## config.mk

```make
export PLATFORM = sky130hd
export DESIGN_NAME = motor_lona
export DESIGN_NICKNAME = d
export VERILOG_FILES = /design/src/rtl/motor_lona_pkg.sv /design/src/rtl/motor_lona_tempo.sv /design/src/rtl/motor_lona.sv
export SDC_FILE = /design/constraint.sdc
export NUM_CORES = 1
export LEC_CHECK = 0
export BUFFER_PORTS_ARGS = -buffer_cell sky130_fd_sc_hd__buf_4
export CORE_ASPECT_RATIO = 0.9
export CORE_MARGIN = 2
export CORE_UTILIZATION = 52
export DETAILED_ROUTE_END_ITERATION = 10
export GPL_ROUTABILITY_DRIVEN = 0
export GPL_TIMING_DRIVEN = 0
export PLACE_DENSITY = 0.82
export SLEW_MARGIN = 20
export SYNTH_ARGS = -nofsm -noshare
export SYNTH_HDL_FRONTEND = slang
export SYNTH_SLANG_ARGS = --single-unit
```

## constraint.sdc

```tcl
create_clock -name clk -period 3.7 [get_ports clk]
set_clock_uncertainty 0.15 [all_clocks]
set_input_delay 0.555 -clock clk [delete_from_list [all_inputs] [get_ports clk]]
set_output_delay 0.555 -clock clk [all_outputs]
set_load 0.01 [all_outputs]
```

## src/rtl/motor_lona_pkg.sv

```systemverilog
// Shared types and constants for the awning motor controller (motor_lona).
package motor_lona_pkg;

  typedef enum logic [2:0] {
    PARADO,
    FECHANDO,
    ABRINDO,
    PAUSA,
    FALHA
  } state_t;

  // {A,B} command encoding
  localparam logic [1:0] CMD_PARA   = 2'b00;
  localparam logic [1:0] CMD_FECHA  = 2'b10;
  localparam logic [1:0] CMD_ABRE   = 2'b01;
  localparam logic [1:0] CMD_ILEGAL = 2'b11;

  localparam int STALL_TH = 4;

endpackage

```

## src/rtl/motor_lona_tempo.sv

```systemverilog
// Dead-time down-counter: load presets the count, tick decrements, done when zero.
module motor_lona_tempo #(
  parameter int W = 4
) (
  input  logic         clk,
  input  logic         rst_n,
  input  logic         load,
  input  logic [W-1:0] val,
  input  logic         tick,
  output logic         done
);

  logic [W-1:0] cnt;

  always_ff @(posedge clk or negedge rst_n) begin
    if (!rst_n)                  cnt <= '0;
    else if (load)               cnt <= val;
    else if (tick && cnt != '0)  cnt <= cnt - 1'b1;
  end

  assign done = (cnt == '0);

endmodule

```

## src/rtl/motor_lona.sv

```systemverilog
// Awning motor controller: position tracking, end stops, reversal dead time, fault.
// Optional stall detection at the end stops is enabled by MOTOR_LONA_STALL_EN.
module motor_lona
  import motor_lona_pkg::*;
#(
  parameter int TRAVEL   = 16,
  parameter int DEADTIME = 2
) (
  input  logic       clk,
  input  logic       rst_n,
  input  logic       A,
  input  logic       B,
  output logic       Fe,
  output logic       Fd,
  output logic [7:0] pos,
  output logic       moving,
  output logic       fault,
  output logic       stall
);

  localparam logic [7:0] TRAV    = TRAVEL[7:0];
  // Counter is preloaded one short so that PAUSA lasts exactly DEADTIME cycles
  localparam logic [3:0] DT_LOAD = 4'(DEADTIME - 1);

  state_t     state;
  logic [1:0] cmd;
  logic       dt_load, dt_done;

  assign cmd = {A, B};

  assign dt_load = (state == FECHANDO && cmd == CMD_ABRE) ||
                   (state == ABRINDO  && cmd == CMD_FECHA);

  motor_lona_tempo #(.W(4)) u_tempo (
    .clk  (clk),
    .rst_n(rst_n),
    .load (dt_load),
    .val  (DT_LOAD),
    .tick (state == PAUSA),
    .done (dt_done)
  );

  always_ff @(posedge clk or negedge rst_n) begin
    if (!rst_n) begin
      state <= PARADO;
      pos   <= '0;
    end else if (cmd == CMD_ILEGAL) begin
      state <= FALHA;
    end else begin
      case (state)
        PARADO, PAUSA: begin
          if (state == PARADO || dt_done) begin
            if (cmd == CMD_FECHA && pos < TRAV)       state <= FECHANDO;
            else if (cmd == CMD_ABRE && pos != '0)    state <= ABRINDO;
            else                                      state <= PARADO;
          end
        end
        FECHANDO: begin
          if (cmd == CMD_PARA)      state <= PARADO;
          else if (cmd == CMD_ABRE) state <= PAUSA;
          else if (pos < TRAV) begin
            pos <= pos + 8'd1;
            if (pos == TRAV - 8'd1) state <= PARADO;
          end else                  state <= PARADO;
        end
        ABRINDO: begin
          if (cmd == CMD_PARA)       state <= PARADO;
          else if (cmd == CMD_FECHA) state <= PAUSA;
          else if (pos != '0) begin
            pos <= pos - 8'd1;
            if (pos == 8'd1) state <= PARADO;
          end else                   state <= PARADO;
        end
        FALHA:   if (cmd == CMD_PARA) state <= PARADO;
        default: state <= PARADO;
      endcase
    end
  end

  assign Fe     = (pos == TRAV);
  assign Fd     = (pos == '0);
  assign moving = (state == FECHANDO) || (state == ABRINDO);
  assign fault  = (state == FALHA);

`ifdef MOTOR_LONA_STALL_EN
  logic [2:0] stall_cnt;
  logic       pushing;

  // Pushing into a stop keeps the command constant, so losing the condition means the command changed
  assign pushing = (cmd == CMD_FECHA && Fe) || (cmd == CMD_ABRE && Fd);

  always_ff @(posedge clk or negedge rst_n) begin
    if (!rst_n) begin
      stall_cnt <= '0;
      stall     <= 1'b0;
    end else if (pushing) begin
      if (stall_cnt != 3'(STALL_TH)) stall_cnt <= stall_cnt + 3'd1;
      if (stall_cnt == 3'(STALL_TH - 1)) stall <= 1'b1;
    end else begin
      stall_cnt <= '0;
      stall     <= 1'b0;
    end
  end
`else
  assign stall = 1'b0;
`endif

endmodule

```

==> results.json <==
{
  "drc": 0,
  "post-route-min-period_ns": 2.372,
  "path_clk_slew_ns": 0.09,
  "p_switching_mw": 0.3473,
  "ys_ff_latch": 15,
  "required_ns": 2.99,
  "core_sq_um": 1971,
  "placed_area_sq_um": 1265,
  "netlist_top_cells_area": "dfrtp_1 33%, xnor2_1 8.6%, ha_1 5.6%, nor2_1 3.3%, o22ai_1 2.8%",
  "wirelength_mm": 2.374,
  "synth.distinct_cells": 46,
  "p_per_area_nw_per_um2": 622.9,
  "cts_buffers": 3,
  "cts_max_level": 1,
  "grt_max_degree": 16,
  "yosysTopAreaCellShare_pct": 33.48,
  "antenna_found_initial": 0,
  "power.leakage_nw": 0.5674,
  "synth-edff-count": 0,
  "start_util_pct": 56.89,
  "overflow": 0,
  "post-cts-setup-buffer-count": 0,
  "area_growth_pct": 16.07,
  "drt_iter0_markers": 18,
  "grt_pass1_wl_mm": 3.705,
  "hp-start": "u_tempo.cnt[3]",
  "status": "complete, no violations",
  "internal-power_mw": 0.4632,
  "finalInstanceArea_sq_um": 1301,
  "hold_buffers": 1,
  "io_pins": 17,
  "cp_data_arrival_time_ns": 1.67,
  "max_cap_violations": 0,
  "finalMaxSlewViolations": 0,
  "startpoint_type": "register",
  "finalSetupTns_ns": 0,
  "wl_per_cell_um": 14.75,
  "synthTopCellsByCount": "15 x dfrtp_1, 11 x xnor2_1, 10 x nor2_1, 7 x nand2_1, 6 x inv_1",
  "firstDrtPassIters": 4,
  "swShare_pct": 42.85,
  "cts_sinks": 15,
  "synthFlopType": "dfrtp_1",
  "netlist_instances": 116,
  "drive_gt1_share_pct": 26.47,
  "path_class": "reg2out",
  "ys_warn_count": 0,
  "cts_tree": "built",
  "critPathMaxFanout": 7,
  "grt_pass1_vias": 797,
  "syn_nets": 125,
  "seqPwrFrac_pct": 36.3,
  "power.total_mw": 0.8105,
  "slew_headroom_pct": 55.25,
  "cts.path.max_buffers": 2,
  "design.final.nets": 146,
  "fmaxAchievable_ghz": 0.4215,
  "worstSetupStartpoint": "pos[5]",
  "fp.dieW_um": 52.95,
  "setup_viol": 0,
  "r2r_start": "state[0]",
  "seq_area_frac_synth_pct": 33.48,
  "vias_per_cell": 5.994,
  "avgSynthCellArea_sq_um": 9.664,
  "ctsResizeCount": 0,
  "period_share_pct": 64.11,
  "peakVddDrop_mv": 0.3728,
  "tightest_slew_ns": 0.6661,
  "final_antenna_net_count": 0,
  "cp-end-kind": "output pin",
  "p_clk_share_pct": 11.9,
  "ys_async_sr_fraction_pct": 100.0,
  "synth.most_common_cell": "dfrtp_1",
  "p_comb_share_pct": 51.8,
  "syn-cell-area_sq_um": 1121,
  "min_path_type": "reg2reg",
  "instances_no_fill": 161,
  "placed_cells": 156,
  "rsz0062_at_grt": "false",
  "fillers": 168,
  "root_buffer": "clkbuf_4",
  "dp_hpwl_mm": 1.799,
  "clock_latency_ns": 0.29,
  "num_vias": 965,
  "synth_top_cell_by_area": "dfrtp_1",
  "row_count": 15,
  "grtUsageTotal_pct": 20.82,
  "die_height_um": 48.05,
  "finalHoldViolCount": 0,
  "antenna_cells": 0,
  "die-area_sq_um": 2544,
  "port_buffers": 15
}
[power groups by stage]
| stage | Clock (mW) | Sequential (mW) | Combinational, mW |
|---|---|---|---|
| after CTS | 0.0979 | 0.292 | 0.420 |
| final | 0.0963 | 0.294 | 0.420 |
| after global routing | 0.108 | 0.304 | 0.458 |
| after global placement | 0 | 0.292 | 0.403 |
| after detailed placement | 0 | 0.296 | 0.418 |
| after floorplan | 0 | 0.291 | 0.287 |
[layout by cell type (no fill, tap or decap), drive strengths merged, types with 2 or more instances in the layout]
| master | count |
|---|---|
| and2b | 2 |
| and3 | 3 |
| and4 | 2 |
| buf | 19 |
| clkbuf | 5 |
| dfrtp | 15 |
| ha | 5 |
| inv | 6 |
| maj3 | 2 |
| nand2 | 7 |
| nand3 | 3 |
| nor2 | 11 |
| nor3 | 4 |
| nor3b | 3 |
| nor4 | 5 |
| o211ai | 3 |
| o21ai | 3 |
| o22ai | 5 |
| or2b | 2 |
| xnor2 | 11 |
[flip-flops by register name, indices dropped and copies added, names as in the netlist]
name / flops
state: 3
u_tempo.cnt: 4
pos: 8
[per-layer routing]
layer | global-route usage, % | part of all wire, %
met4 | 9.231 | 1.6
met2 | 34.75 | 49
met3 | 2.813 | 3.4
met1 | 27.52 | 46
met5 | 0 | 0
[worst max-delay path: stages (launching register included)]
cell,delay [ns]
dfrtp_1,0.41
buf_6,0.14
nor4_4,0.43
and3_1,0.27
buf_4,0.13
[through the flow]
step | setup slack, ns | utilization (%) | hold WS [ns]
floorplan | 1.795 | - | 0.1094
global placement | 1.654 | 64.19 | 0.2713
detailed placement | 1.645 | 64.19 | 0.2720
CTS | 1.324 | 66.03 | 0.4019
global route | 1.210 | 66.03 | 0.3887
finish | 1.328 | 66.03 | 0.4062
[area by class of cell]
class	count	area (sq um)	share of cell area, %
buffer	5	41.29	3.173
clock buffer	4	26.28	2.019
inverter	6	22.52	1.731
multi-input combinational	90	681.9	52.40
sequential	15	375.4	28.85
tap	25	31.28	2.404
timing repair buffer	16	122.6	9.423
[logic make-up after synthesis]
logic type / count (synthesis) / synth area share (%)
AO/OA/AOI/OAI: 19 / 13.17
XOR/XNOR: 11 / 8.594
adder cells (fa/ha/maj): 7 / 7.366
buffers and inverters: 11 / 5.691
flip-flops: 15 / 33.48
multiplexers: 2 / 1.897
other: 1 / 0.3345
AND/OR/NAND/NOR: 50 / 29.47
[final timing paths]
| check | endpoint | slack, ns | cells after the start |
|---|---|---|---|
| worst max-delay path | Fd | 1.33 | 4 |
| worst min-delay path | u_tempo.cnt[3] | 0.41 | 2 |
| max in group asynchronous | pos[5] | 2.72 | 2 |
| min in group asynchronous | pos[7] | 0.50 | 2 |
| worst max register to register | pos[7] | 1.71 | 5 |
| worst min register to register | u_tempo.cnt[3] | 0.41 | 2 |
No activity file was read; power rests on OpenSTA's default activity.
